`config.mk`:
```
export PLATFORM = sky130hd
export DESIGN_NAME = decode_inst_queue_flat
export DESIGN_NICKNAME = d
export VERILOG_FILES = /design/src/rtl/decode_inst_queue_pkg.sv /design/src/rtl/decode_inst_queue_if.sv /design/src/rtl/decode_inst_queue_branch_predecode.sv /design/src/rtl/decode_inst_queue.sv /design/src/flat_wrapper.sv
export SDC_FILE = /design/constraint.sdc
export NUM_CORES = 1
export LEC_CHECK = 0
export ABC_AREA = 1
export CORE_AREA = 2 2 153 155
export DETAILED_ROUTE_END_ITERATION = 8
export DIE_AREA = 0 0 155 157
export GPL_TIMING_DRIVEN = 0
export PLACE_DENSITY = 0.78
export SLEW_MARGIN = 20
export SYNTH_ARGS = -nofsm -noshare
export SYNTH_HDL_FRONTEND = slang
export SYNTH_SLANG_ARGS = --single-unit
```
`constraint.sdc`:
```
create_clock -name Clk -period 5.2 [get_ports Clk]
set_input_delay 1.04 -clock Clk [delete_from_list [all_inputs] [get_ports Clk]]
set_output_delay 1.04 -clock Clk [all_outputs]
set_load 0.01 [all_outputs]
```
`src/rtl/decode_inst_queue_pkg.sv`:
```
// Shared constants for the decode instruction queue: MIPS branch/jump
// opcode and funct encodings plus the fetch-exception flag layout.
package decode_inst_queue_pkg;

  // Fetch exception flag vector {inst_miss, inst_illegal, inst_invalid}
  localparam int EXC_W       = 3;
  localparam int EXC_MISS    = 2;
  localparam int EXC_ILLEGAL = 1;
  localparam int EXC_INVALID = 0;

  typedef logic [EXC_W-1:0] exc_t;

  // Primary opcodes (instr[31:26])
  localparam logic [5:0] OP_SPECIAL = 6'h00;
  localparam logic [5:0] OP_REGIMM  = 6'h01;
  localparam logic [5:0] OP_J       = 6'h02;
  localparam logic [5:0] OP_JAL     = 6'h03;
  localparam logic [5:0] OP_BEQ     = 6'h04;
  localparam logic [5:0] OP_BNE     = 6'h05;
  localparam logic [5:0] OP_BLEZ    = 6'h06;
  localparam logic [5:0] OP_BGTZ    = 6'h07;

  // SPECIAL funct codes (instr[5:0])
  localparam logic [5:0] FN_JR   = 6'h08;
  localparam logic [5:0] FN_JALR = 6'h09;

  // REGIMM rt codes (instr[20:16])
  localparam logic [4:0] RT_BLTZ   = 5'h00;
  localparam logic [4:0] RT_BGEZ   = 5'h01;
  localparam logic [4:0] RT_BLTZAL = 5'h10;
  localparam logic [4:0] RT_BGEZAL = 5'h11;

endpackage

```
`src/rtl/decode_inst_queue_if.sv`:
```
// Fetch-side and decode-side handshake bundle of the instruction queue.
// The slave modport is the queue itself; master is the surrounding pipeline.
interface decode_inst_queue_if #(
  parameter int PC_W    = 32,
  parameter int INSTR_W = 32
);
  import decode_inst_queue_pkg::*;

  // Fetch side
  logic               in_valid;
  logic               in_ready;
  logic [PC_W-1:0]    in_pc;
  logic [INSTR_W-1:0] in_instr;
  exc_t               in_exc;
  logic               in_afull;

  // Decode side
  logic               out_valid;
  logic               out_ready;
  logic [PC_W-1:0]    out_pc;
  logic [INSTR_W-1:0] out_instr;
  exc_t               out_exc;
  logic               out_in_delayslot;
  logic [PC_W-1:0]    out_epc;

  modport master (
    output in_valid, in_pc, in_instr, in_exc, out_ready,
    input  in_ready, in_afull, out_valid, out_pc, out_instr, out_exc,
           out_in_delayslot, out_epc
  );

  modport slave (
    input  in_valid, in_pc, in_instr, in_exc, out_ready,
    output in_ready, in_afull, out_valid, out_pc, out_instr, out_exc,
           out_in_delayslot, out_epc
  );

endinterface

```
`src/rtl/decode_inst_queue_branch_predecode.sv`:
```
// Pure combinational predecode: flags any MIPS branch or jump, i.e. any
// instruction that is followed by an architectural delay slot.
module branch_predecode
  import decode_inst_queue_pkg::*;
(
  input  logic [31:0] instr,
  output logic        is_branch
);

  logic [5:0] opcode;
  logic [4:0] rt;
  logic [5:0] funct;
  logic       unused_fields;

  assign opcode        = instr[31:26];
  assign rt            = instr[20:16];
  assign funct         = instr[5:0];
  assign unused_fields = ^{instr[25:21], instr[15:6]};

  // Decode opcode, then REGIMM rt / SPECIAL funct sub-fields
  always_comb begin
    is_branch = 1'b0;
    case (opcode)
      OP_J, OP_JAL, OP_BEQ, OP_BNE, OP_BLEZ, OP_BGTZ: is_branch = 1'b1;
      OP_REGIMM:
        is_branch = (rt == RT_BLTZ) || (rt == RT_BGEZ) ||
                    (rt == RT_BLTZAL) || (rt == RT_BGEZAL);
      OP_SPECIAL:
        is_branch = (funct == FN_JR) || (funct == FN_JALR);
      default: is_branch = 1'b0;
    endcase
  end

endmodule

```
`src/rtl/decode_inst_queue.sv`:
```
// Instruction buffer between fetch and the decode pipeline register.
// Holds PC, instruction word and fetch exception flags per entry, tracks
// whether the head sits in a branch delay slot and produces its EPC.
module decode_inst_queue
  import decode_inst_queue_pkg::*;
#(
  parameter int DEPTH    = 4,
  parameter int PC_W     = 32,
  parameter int INSTR_W  = 32,
  parameter int AFULL_TH = 3
) (
  input  logic                     Clk,
  input  logic                     Resetn,
  input  logic                     exp_flush,
  decode_inst_queue_if.slave       bus,
  output logic [$clog2(DEPTH):0]   count
);

  localparam int PTR_W = $clog2(DEPTH);
  localparam int CNT_W = PTR_W + 1;

  // Storage (not reset: occupancy alone decides what is valid)
  logic [PC_W-1:0]    pc_mem_q    [DEPTH];
  logic [INSTR_W-1:0] instr_mem_q [DEPTH];
  exc_t               exc_mem_q   [DEPTH];

  logic [PTR_W-1:0] rd_ptr_q, rd_ptr_d;
  logic [PTR_W-1:0] wr_ptr_q, wr_ptr_d;
  logic [CNT_W-1:0] count_q, count_d;
  logic             ds_flag_q, ds_flag_d;

  logic               empty, full, push, pop, head_is_branch;
  logic [PC_W-1:0]    head_pc;
  logic [INSTR_W-1:0] head_instr;
  exc_t               head_exc;

  assign empty = (count_q == '0);
  assign full  = (count_q == CNT_W'(DEPTH));
  assign push  = bus.in_valid & ~full;
  assign pop   = ~empty & bus.out_ready;

  // Head fields read straight from storage, forced to zero when empty
  always_comb begin
    head_pc    = '0;
    head_instr = '0;
    head_exc   = '0;
    if (!empty) begin
      head_pc    = pc_mem_q[rd_ptr_q];
      head_instr = instr_mem_q[rd_ptr_q];
      head_exc   = exc_mem_q[rd_ptr_q];
    end
  end

  branch_predecode u_predecode (
    .instr     (head_instr[31:0]),
    .is_branch (head_is_branch)
  );

  // Pointer, occupancy and delay-slot next state; flush overrides everything
  always_comb begin
    rd_ptr_d  = rd_ptr_q;
    wr_ptr_d  = wr_ptr_q;
    count_d   = count_q;
    ds_flag_d = ds_flag_q;
    if (exp_flush) begin
      rd_ptr_d  = '0;
      wr_ptr_d  = '0;
      count_d   = '0;
      ds_flag_d = 1'b0;
    end else begin
      if (push) wr_ptr_d = wr_ptr_q + 1'b1;
      if (pop) begin
        rd_ptr_d  = rd_ptr_q + 1'b1;
        ds_flag_d = head_is_branch;
      end
      case ({push, pop})
        2'b10:   count_d = count_q + 1'b1;
        2'b01:   count_d = count_q - 1'b1;
        default: count_d = count_q;
      endcase
    end
  end

  // Control state register with asynchronous clear
  always_ff @(posedge Clk or negedge Resetn) begin
    if (!Resetn) begin
      rd_ptr_q  <= '0;
      wr_ptr_q  <= '0;
      count_q   <= '0;
      ds_flag_q <= 1'b0;
    end else begin
      rd_ptr_q  <= rd_ptr_d;
      wr_ptr_q  <= wr_ptr_d;
      count_q   <= count_d;
      ds_flag_q <= ds_flag_d;
    end
  end

  // Entry write; a push coinciding with a flush is dropped
  always_ff @(posedge Clk) begin
    if (push && !exp_flush) begin
      pc_mem_q[wr_ptr_q]    <= bus.in_pc;
      instr_mem_q[wr_ptr_q] <= bus.in_instr;
      exc_mem_q[wr_ptr_q]   <= bus.in_exc;
    end
  end

  assign bus.in_ready         = ~full;
  assign bus.in_afull         = (count_q >= CNT_W'(AFULL_TH));
  assign bus.out_valid        = ~empty;
  assign bus.out_pc           = head_pc;
  assign bus.out_instr        = head_instr;
  assign bus.out_exc          = head_exc;
  assign bus.out_in_delayslot = ds_flag_q & ~empty;
  assign bus.out_epc          = (ds_flag_q & ~empty) ? head_pc - PC_W'(4) : head_pc;
  assign count                = count_q;

endmodule

```
`src/flat_wrapper.sv`:
```
// flat-port wrapper written by rule: the top's interface ports become plain ports
module decode_inst_queue_flat import decode_inst_queue_pkg::*;
#(
  parameter int DEPTH    = 4,
  parameter int PC_W     = 32,
  parameter int INSTR_W  = 32,
  parameter int AFULL_TH = 3
)
  (Clk, Resetn, exp_flush, count, bus_in_valid, bus_in_pc, bus_in_instr, bus_in_exc, bus_out_ready, bus_in_ready, bus_in_afull, bus_out_valid, bus_out_pc, bus_out_instr, bus_out_exc, bus_out_in_delayslot, bus_out_epc);
  decode_inst_queue_if #(.PC_W(PC_W), .INSTR_W(INSTR_W)) bus_i ();
  input  logic Clk;
  input  logic Resetn;
  input  logic exp_flush;
  output logic [$clog2(DEPTH):0] count;
  input wire logic [$bits(bus_i.in_valid)-1:0] bus_in_valid;
  input wire logic [$bits(bus_i.in_pc)-1:0] bus_in_pc;
  input wire logic [$bits(bus_i.in_instr)-1:0] bus_in_instr;
  input wire logic [$bits(bus_i.in_exc)-1:0] bus_in_exc;
  input wire logic [$bits(bus_i.out_ready)-1:0] bus_out_ready;
  output wire logic [$bits(bus_i.in_ready)-1:0] bus_in_ready;
  output wire logic [$bits(bus_i.in_afull)-1:0] bus_in_afull;
  output wire logic [$bits(bus_i.out_valid)-1:0] bus_out_valid;
  output wire logic [$bits(bus_i.out_pc)-1:0] bus_out_pc;
  output wire logic [$bits(bus_i.out_instr)-1:0] bus_out_instr;
  output wire logic [$bits(bus_i.out_exc)-1:0] bus_out_exc;
  output wire logic [$bits(bus_i.out_in_delayslot)-1:0] bus_out_in_delayslot;
  output wire logic [$bits(bus_i.out_epc)-1:0] bus_out_epc;
  assign bus_i.in_valid = bus_in_valid;
  assign bus_i.in_pc = bus_in_pc;
  assign bus_i.in_instr = bus_in_instr;
  assign bus_i.in_exc = bus_in_exc;
  assign bus_i.out_ready = bus_out_ready;
  assign bus_in_ready = bus_i.in_ready;
  assign bus_in_afull = bus_i.in_afull;
  assign bus_out_valid = bus_i.out_valid;
  assign bus_out_pc = bus_i.out_pc;
  assign bus_out_instr = bus_i.out_instr;
  assign bus_out_exc = bus_i.out_exc;
  assign bus_out_in_delayslot = bus_i.out_in_delayslot;
  assign bus_out_epc = bus_i.out_epc;
  decode_inst_queue #(.DEPTH(DEPTH), .PC_W(PC_W), .INSTR_W(INSTR_W), .AFULL_TH(AFULL_TH)) u_core (.Clk(Clk), .Resetn(Resetn), .exp_flush(exp_flush), .bus(bus_i), .count(count));
endmodule
```
==> results of run 1 <==
-- cell type report --
cell class              count  share of cell area (%)
flip-flops and latches    276                    53.3
multi-input cells         689                    21.5
repair buffers            189                    13.4
clock buffers              34                    4.53
inverters                  95                    2.35
plain buffers              53                    2.33
well taps                 285                    2.30
clock inverters            12                   0.315
diodes                      1                  0.0162
-- flip-flops by register name (all words and copies together), names as in the netlist --
signal and cells:
u_core.ds_flag_q 1, u_core.instr_mem_q 128, u_core.wr_ptr_q 2, u_core.pc_mem_q 128, u_core.exc_mem_q 12, u_core.count 3
u_core.rd_ptr_q 2
-- power by group through the flow --
stage | combinational (mW) | clock, mW | sequential [mW]
after floorplan | 2.11 | 0 | 2.68
after global placement | 3.66 | 0 | 2.69
after detailed placement | 3.77 | 0 | 2.67
after CTS | 3.80 | 1.70 | 2.63
after global routing | 4.12 | 1.80 | 2.64
final | 3.80 | 1.68 | 2.63
-- worst max-delay path: cells and delay by family, from the launching register on --
kind                   cells  cell delay [ps]
AOI/OAI and AO/OA          1              150
buffers and inverters      6             2230
DFF                        1              420
and+or+nand+nor            1              160
-- path summary, 6_finish.rpt --
path / endpoint / slack (ps) / cells past startpoint
max: bus_out_instr[20] / 650 / 8
min: u_core.ds_flag_q$_DFFE_PN0P_ / 510 / 2
max reg2reg: u_core.instr_mem_q[0][27]$_DFFE_PP_ / 2750 / 8
min reg2reg: u_core.ds_flag_q$_DFFE_PN0P_ / 510 / 2
max in group asynchronous: u_core.wr_ptr_q[0]$_DFFE_PN0P_ / 4110 / 1
min in group asynchronous: u_core.ds_flag_q$_DFFE_PN0P_ / 810 / 1
-- Yosys cell counts (2+ instances only) --
cell type	instances	area share (%)
nand2_2	20	1.0
nor2_4	10	0.92
nand2_1	210	6.4
o21ai_1	16	0.65
xor2_1	19	1.4
ha_1	5	0.51
a21oi_1	36	1.5
nand4_1	6	0.31
buf_6	13	1.2
nand3_1	50	2.0
nor3_2	3	0.24
inv_2	10	0.31
edfxtp_1	268	66
inv_1	84	2.6
nand3_2	5	0.41
o21ai_0	87	3.5
nor3_1	5	0.20
buf_2	18	0.73
nor2_1	191	5.8
nor2_2	8	0.41
o22a_1	2	0.14
a32o_1	2	0.16
buf_1	5	0.15
clkbuf_1	8	0.24
dfrtp_1	8	1.6
buf_4	8	0.49
nand2_4	3	0.28
o22ai_1	4	0.20
-- routing by layer --
metal / track usage, % / up-vias / wire length (µm)
met5: 0 / - / 13
met4: 7.63 / 2 / 674
met3: 4.46 / 63 / 2510
met2: 43.9 / 401 / 15000
met1: 31.3 / 4153 / 11900
li1: - / 4207 / -
-- logic make-up (layout without fill, tap and decap cells) --
kind of cell | Yosys count | count (layout) | synth area share, %
other | 0 | 1 | 0
buffers and inverters | 148 | 383 | 5.90
XOR/XNOR | 20 | 20 | 1.43
adder cells (fa/ha/maj) | 6 | 6 | 0.673
AND/OR/NAND/NOR | 513 | 513 | 18.4
flip-flops | 276 | 276 | 67.2
AO/OA/AOI/OAI | 150 | 150 | 6.39
-- per-stage QoR --
step / hold WS [ps] / cell area [µm²] / TNS (ps) / power [mW]
2_1_floorplan: 476 / 12300 / 0 / 4.79
3_3_place_gp: 499 / 14400 / -595240 / 6.35
3_5_place_dp: 506 / 14700 / 0 / 6.44
4_1_cts: 522 / 15500 / 0 / 8.12
5_1_grt: 552 / 15500 / 0 / 8.55
6_report: 514 / 15500 / 0 / 8.11
==> results.yml, run 1 <==
status:
  status: "complete, no violations"
clock_network:
  clk_pin_slew_ps: 60
  clock_tree.root_cell: "clkbuf_16"
  postCtsHoldBufs: 0
  cts.path.max_buffers: 3
  tritoncts: "yes"
  clkSinkCount: 276
  clkLatencyLatePin_ps: 520
  post-cts-setup-buffer-count: 0
  numCtsBuffers: 26
  ctsHtreeMaxLevel: 1
  cts_resized: 0
pwr:
  clock_power_share_pct: 20.7
  p_comb_share_pct: 46.8
  p_seq_share_pct: 32.4
  power_density_mw_per_mm2: 523
  power.internal_mw: 5.08
  switching_share_pct: 37.3
  power_switching_mw: 3.03
  cellLeakagePower_nw: 5.99
  vdd_drop_max_mv: 0.330
cells_and_area:
  layout_common_cells: "edfxtp_1 (268), nand2_1 (210), nor2_1 (187)"
  fillers: 1522
  drive_above_1_share_pct: 11.1
  layout.cells.most_common: "edfxtp_1"
  synthToLayoutAreaGrowth_pct: 26.2
  multi_input_area_mm2: 0.00333
  instances_no_fill: 1634
  num-nets-final: 1408
  regArea_mm2: 0.00825
  finalCoreUtilization_pct: 68.8
global_route:
  grt_pass1_vias: 8727
  grt_max_degree: 24
  overflow: 0
  grt_pass1_wl_um: 46200
  antenna_found_initial: 1
  grt_use_total_pct: 24.8
floorplanning:
  chipHeight_um: 157
  coreArea_mm2: 0.0225
  num_rows: 55
  ios: 178
  fp.dieArea_mm2: 0.0243
  die_w_um: 155
  start_util_pct: 54.5
routing:
  postRouteAntennaNets: 0
  firstDrtPassIters: 5
  drc: 0
  routed_via_density: 5.40
  drt-initial-drc-count: 779
  routed_wl_um: 30100
  wl_per_cell_um: 18.4
  via_count: 8826
worst_setup_path:
  start_kind: "register"
  slowest_stage: "clkbuf_1"
  cp.arrival_ps: 3510
  critical_path.max_fanout: 10
  endpoint_kind: "primary output"
  r2r_start: "u_core.count[0]$_DFFE_PN0P_"
  critPathMaxStageDelay_ps: 560
  path_cells: "inv_2 -> nand3_4 -> inv_2 -> buf_2 -> buf_1 -> clkbuf_1 -> a21oi_1 -> clkdlybuf4s50_1"
  cp-startpoint: "u_core.count[0]$_DFFE_PN0P_"
  cp_common_cell: "inv_2"
  worst-setup-path-type: "register to primary output"
  crit_required_ps: 4160
sta:
  slew_headroom_pct: 53.0
  setup_viol: 0
  period_share_pct: 87.5
  skew_ps: 6.48
  fin_ws_ps: 651
  min_period_ps: 4550
  rsz0062_at_grt: "false"
  max_freq_mhz: 220
  tightest_slew_ps: 703
  hold_viol_final: 0
  finalMaxSlewViolations: 0
yosys:
  synth_cell_types: 37
  synth_flop_cell: "edfxtp_1"
  ys_seq_area_share_pct: 67.2
  yosys_warnings: 0
  synth_area_per_cell_um2: 11.0
  netlist_area_mm2: 0.0123
  async_reset_ff_share_pct: 2.90
  syn_inst: 1113
  synth_edf_count: 268
  synth_seq_cells: 276
  postSynthNetCount: 1191
flow_run:
  maxCapViolCount: 0
placed_design:
  post-dp-hpwl_um: 21100
  dp.cells: 1587
  gp_congestion: 0.842
  pre_cts_slack_ps: 1250
  io_buffers: 177
worst_hold_path:
  hp-start: "u_core.ds_flag_q$_DFFE_PN0P_"
  hold_path.class: "register to register"
No activity file was read; power rests on OpenSTA's default activity.
==> inputs of run 2 (changes only) <==
- CORE_AREA: 2 2 153 155 -> 2 2 143 145
- DIE_AREA: 0 0 155 157 -> 0 0 145 147
- DONT_BUFFER_PORTS: default -> 1
- PLACE_DENSITY: 0.78 -> 0.76
==> run 2 against run 1 <==
Highest routed layer is now met4. Hold slack worse by 310 ps. Via count is 8.1% lower. Die area is 12% lower. First-iteration DRC count is 17% higher. Largest cell class unchanged. Global-route usage is 1.7 points higher. Wire length is 5.3% lower. Largest power group unchanged. Non-clock buffer count is 177 lower. Flip-flop and latch count stayed put. Sequential share of layout area is 6.6 points higher. Maximum frequency is 9.7% higher.
==> results.yml, run 2 (same netlist as run 1, synthesis figures left out) <==
flow_run:
  maxCapViolCount: 0
sta:
  fin_ws_ps: 1050
  max_freq_mhz: 241
  period_share_pct: 79.7
  finalMaxSlewViolations: 0
  rsz0062_at_grt: "false"
  setup_viol: 0
  skew_ps: 9.36
  slew_headroom_pct: 53.0
  min_period_ps: 4150
  tightest_slew_ps: 705
  hold_viol_final: 0
  tns_ps: 0
cells_and_area:
  final_area_mm2: 0.0138
  layout.cells.most_common: "edfxtp_1"
  synthToLayoutAreaGrowth_pct: 12.2
  diodes: 0
  reg_top3: "u_core.instr_mem_q (128), u_core.pc_mem_q (128), u_core.exc_mem_q (12)"
  layout_common_cells: "edfxtp_1 (268), nand2_1 (210), nor2_1 (187)"
  drive_above_1_share_pct: 13.8
  num-nets-final: 1232
global_route:
  grt_pass1_vias: 8110
  grt_use_total_pct: 26.5
  grt_pass1_wl_um: 43600
  antenna_found_initial: 0
  grt_max_degree: 24
  overflow: 0
worst_setup_path:
  slowest_stage: "buf_1"
  worstReg2RegEnd: "u_core.instr_mem_q[1][22]$_DFFE_PP_"
  r2r_slack_ps: 2610
  crit_required_ps: 4160
  worst_r2r_path_depth: 8
  path_cells: "inv_2 -> nand3_4 -> inv_2 -> buf_2 -> buf_1 -> clkbuf_1 -> a21oi_1"
  critPathMaxStageDelay_ps: 580
  r2r_start: "u_core.count[0]$_DFFE_PN0P_"
  crit_family: "buffers and inverters"
  crit_buf_inv: 5
  critical_path.max_fanout: 10
  endpoint_kind: "primary output"
  start_kind: "register"
  cp_common_cell: "inv_2"
  cp.arrival_ps: 3110
  worst-setup-path-type: "register to primary output"
status:
  status: "complete, no violations"
pwr:
  vdd_drop_max_mv: 0.402
  cellLeakagePower_nw: 5.39
  power_density_mw_per_mm2: 534
clock_network:
  clkLatencyLatePin_ps: 520
  numCtsBuffers: 27
  post-cts-setup-buffer-count: 0
  clkSinkCount: 276
  tritoncts: "yes"
  ctsHtreeMaxLevel: 1
  cts.path.max_buffers: 3
  clock_tree.root_cell: "clkbuf_16"
  clk_pin_slew_ps: 60
  cts_resized: 0
  postCtsHoldBufs: 0
routing:
  drc: 0
  routed_wl_um: 28500
  firstDrtPassIters: 7
  drt-initial-drc-count: 914
  via_count: 8108
  wl_per_cell_um: 19.7
  routed_via_density: 5.61
  postRouteAntennaNets: 0
placed_design:
  post-dp-hpwl_um: 19600
  pre_cts_slack_ps: 1630
  gp_congestion: 0.855
  post_dp_cell_area_mm2: 0.0129
  io_buffers: 0
worst_hold_path:
  hold_path.class: "input pin to asynchronous set/reset pin"
floorplanning:
  ios: 178
  start_util_pct: 61.8
  chipHeight_um: 147
  coreArea_mm2: 0.0198
  fp.dieArea_mm2: 0.0213
  die_w_um: 145
  num_rows: 52
-- run 2: cell count changes in the layout (fill, tap and decap cells not counted), sizes merged --
cell / change
diode: -1
clkinv: +4
bufinv: +3
clkdlybuf4s50: -177
inv: +1
clkbuf: -5
-- run 2: where the power goes --
group          leakage [nW]  internal (mW)  total, mW  switching [mW]
Sequential             2.54           2.59       2.63          0.0469
Combinational          2.41          0.756       2.84            2.08
Clock                 0.433           1.10       1.88           0.785
-- run 2: cell type report --
type                            count  area, µm²
Buffer                             53        360
Clock buffer                       29        683
Clock inverter                     20        176
Fill cell                        1380       6070
Inverter                           95        364
Multi-Input combinational cell    689       3330
Sequential cell                   276       8250
Tap cell                          270        338
Timing Repair Buffer               12        273
-- run 2: how the worst max path moves through the flow --
stage / startpoint / to / slack, ps / depth (start not counted)
global route: u_core.count[0]$_DFFE_PN0P_ / bus_out_instr[22] / 940 / 7
floorplan: bus_in_valid / u_core.exc_mem_q[0][0]$_DFFE_PP_ / 580 / 4
global placement: exp_flush / u_core.instr_mem_q[0][23]$_DFFE_PP_ / -1670 / 3
CTS: u_core.count[0]$_DFFE_PN0P_ / bus_out_instr[25] / 1050 / 7
finish: u_core.count[0]$_DFFE_PN0P_ / bus_out_instr[25] / 1050 / 7
detailed placement: u_core.count[0]$_DFFE_PN0P_ / bus_out_instr[25] / 1630 / 7
-- run 2: routing by layer --
layer	vias up	track usage, %	share of wire [%]
met5	-	0	0
met4	0	8.32	2.3
met3	55	7.58	10
met2	405	45.5	49
met1	3817	33.1	38
li1	3831	-	-
-- run 2: metrics by stage --
step / total power [mW] / std cells / utilization, % / hold slack (ps)
after floorplan: 4.79 / 1113 / - / 476
after global placement: 5.41 / 1383 / 63.5 / 496
after detailed placement: 5.49 / 1395 / 65.1 / 507
after CTS: 7.36 / 1444 / 69.4 / 187
after global routing: 7.73 / 1444 / 69.4 / 181
final: 7.35 / 1444 / 69.4 / 202
==> inputs of run 3 (changes only) <==
- CORE_AREA: 2 2 143 145 -> 2 2 150 152
- DIE_AREA: 0 0 145 147 -> 0 0 152 154
- PLACE_DENSITY: 0.76 -> 0.73
- clock period: 5.2 -> 3.5 ns (I/O delays scaled with it)
==> run 3 against run 2 <==
Worst setup slack got worse by 920 ps. Final cell count rose by 0.83%. Register-to-register slack got worse by 1700 ps. Clock power grew 43%. Critical endpoint is now bus_out_epc[26]. Core utilization decreased by 5.4 points. Sequential power up 49%. Highest routed layer unchanged.
==> results.yml, run 3 (same netlist as run 1, synthesis figures left out) <==
clock_network:
  tritoncts: "yes"
  clkSinkCount: 276
  clkLatencyLatePin_ps: 530
  clock_tree.root_cell: "clkbuf_16"
  clk_pin_slew_ps: 60
  cts.path.max_buffers: 3
  numCtsBuffers: 27
  ctsHtreeMaxLevel: 1
worst_setup_path:
  crit_required_ps: 2800
  start_kind: "register"
  cp.arrival_ps: 2660
  r2r_slack_ps: 870
  critPathMaxStageDelay_ps: 460
  cp_common_cell: "nand2_1"
  endpoint: "bus_out_epc[26]"
  r2r_start: "u_core.count[0]$_DFFE_PN0P_"
  cp-startpoint: "u_core.count[0]$_DFFE_PN0P_"
  slowest_stage: "dfrtp_2"
  crit_family: "simple AND/OR/NAND/NOR gates"
  worst-setup-path-type: "register to primary output"
  path_cells: "inv_2 -> nand3_4 -> clkbuf_4 -> nand3_2 -> ha_2 -> inv_1 -> nor2_4 -> nand2_2 -> nor2_2 -> nand2_1 -> nor2_2 -> nand3_1 -> nand2_1 -> nand2_1"
  crit_buf_inv: 3
  critical_path.max_fanout: 10
  endpoint_kind: "primary output"
  worstReg2RegEnd: "u_core.instr_mem_q[1][11]$_DFFE_PP_"
  worst_r2r_path_depth: 8
  cp.depth: 14
cells_and_area:
  regArea_mm2: 0.00825
  num-nets-final: 1237
  diodes: 0
  drive_above_1_share_pct: 14.9
  fillers: 1589
  layout_common_cells: "edfxtp_1 (268), nand2_1 (208), nor2_1 (186)"
  instances_no_fill: 1456
  multi_input_area_mm2: 0.00337
  reg_top3: "u_core.instr_mem_q (128), u_core.pc_mem_q (128), u_core.exc_mem_q (12)"
  layout.cells.most_common: "edfxtp_1"
  synthToLayoutAreaGrowth_pct: 13.1
  final_area_mm2: 0.0139
sta:
  setup_viol: 0
  slew_headroom_pct: 52.8
  skew_ps: 12.3
  hold_viol_final: 0
  tns_ps: 0
  min_period_ps: 3360
  tightest_slew_ps: 707
  max_freq_mhz: 297
  finalHoldWorstSlack_ps: 244
  finalMaxSlewViolations: 0
  period_share_pct: 96.1
  rsz0062_at_grt: "true"
routing:
  via_count: 8027
  postRouteAntennaNets: 0
  drt-initial-drc-count: 656
  routed_wl_um: 27800
  firstDrtPassIters: 5
  wl_per_cell_um: 19.1
  routed_via_density: 5.51
  drc: 0
floorplanning:
  fp.dieArea_mm2: 0.0234
  coreArea_mm2: 0.0217
  start_util_pct: 56.6
  num_rows: 54
  chipHeight_um: 154
  ios: 178
  die_w_um: 152
global_route:
  grt_use_total_pct: 23.7
  grt_pass1_wl_um: 43300
  overflow: 0
  antenna_found_initial: 0
  grt_max_degree: 23
  grt_pass1_vias: 7917
placed_design:
  post-dp-hpwl_um: 19400
  io_buffers: 0
  post_dp_cell_area_mm2: 0.0129
  gp_congestion: 0.862
  dp.cells: 1405
flow_run:
  maxCapViolCount: 0
worst_hold_path:
  hold_path.class: "input pin to register"
pwr:
  vdd_drop_max_mv: 0.508
  total_power_mw: 10.9
  cellLeakagePower_nw: 5.40
  power_density_mw_per_mm2: 785
status:
  status: "complete, no violations"
[run 3: cell count changes in the layout (fill, tap and decap cells not counted), moves of 2 or more]
| cell | change |
|---|---|
| clkinv_2 | -6 |
| buf_4 | +5 |
| a21oi_1 | -3 |
| a21oi_2 | +3 |
| buf_1 | -2 |
| buf_16 | +2 |
| buf_2 | -2 |
| clkbuf_2 | +2 |
| clkbuf_4 | +2 |
| dfrtp_1 | -2 |
| dfrtp_2 | +2 |
| nand2_1 | -2 |
| nand2_2 | +2 |
[run 3: cell type report]
| type | instances | area share (%) |
|---|---|---|
| timing repair buffer | 19 | 2.60 |
| buffer | 51 | 2.66 |
| multi-input combinational | 689 | 24.3 |
| clock inverter | 15 | 0.919 |
| sequential | 276 | 59.4 |
| inverter | 95 | 2.62 |
| tap | 280 | 2.52 |
| clock buffer | 31 | 4.98 |
[run 3: per-layer routing]
metal | part of all wire (%) | GRT usage, % | wire (µm) | up-vias
met5 | 0 | 0 | 0 | -
met4 | 2.4 | 9.17 | 680 | 0
met3 | 10 | 6.76 | 2850 | 52
met2 | 48 | 38.6 | 13400 | 380
met1 | 39 | 30.4 | 10900 | 3761
li1 | - | - | - | 3834
[run 3: worst reg2reg max path, stage by stage, from the launching register on]
cell	delay [ps]
dfrtp_2	430
inv_2	90
nand3_1	180
nand2_1	140
inv_1	120
nand2_1	260
nor2_4	640
buf_12	280
buf_16	190
[run 3: timing repair]
action,CTS,global route
gates resized for setup,5,16
pin swaps,1,4
hold endpoints to repair,8,0
buffers inserted,0,6
cloned,0,0
hold buffers,1,0
setup endpoints to repair,24,14
[run 3: metrics by stage]
step,utilization (%),setup slack [ps]
floorplan,-,-780
global placement,58.2,-3210
detailed placement,59.7,172
CTS,63.5,14.8
global route,64.0,-108
finish,64.0,137
[run 3: how the worst min path moves through the flow]
stage	to	cells after the start	slack (ps)	start
6_report	u_core.rd_ptr_q[0]$_DFFE_PN0P_	1	240	exp_flush
5_1_grt	u_core.rd_ptr_q[0]$_DFFE_PN0P_	1	240	exp_flush
4_1_cts	u_core.rd_ptr_q[0]$_DFFE_PN0P_	1	230	exp_flush
3_5_place_dp	u_core.count[0]$_DFFE_PN0P_	0	400	Resetn
3_3_place_gp	u_core.wr_ptr_q[0]$_DFFE_PN0P_	0	400	Resetn
2_1_floorplan	u_core.count[0]$_DFFE_PN0P_	0	400	Resetn
[run 3: power breakdown]
| group | internal [mW] | total, mW | leakage [nW] | switching, mW |
|---|---|---|---|---|
| combinational | 1.20 | 4.31 | 2.47 | 3.11 |
| sequential | 3.85 | 3.91 | 2.54 | 0.0672 |
| clock | 1.55 | 2.68 | 0.400 | 1.13 |
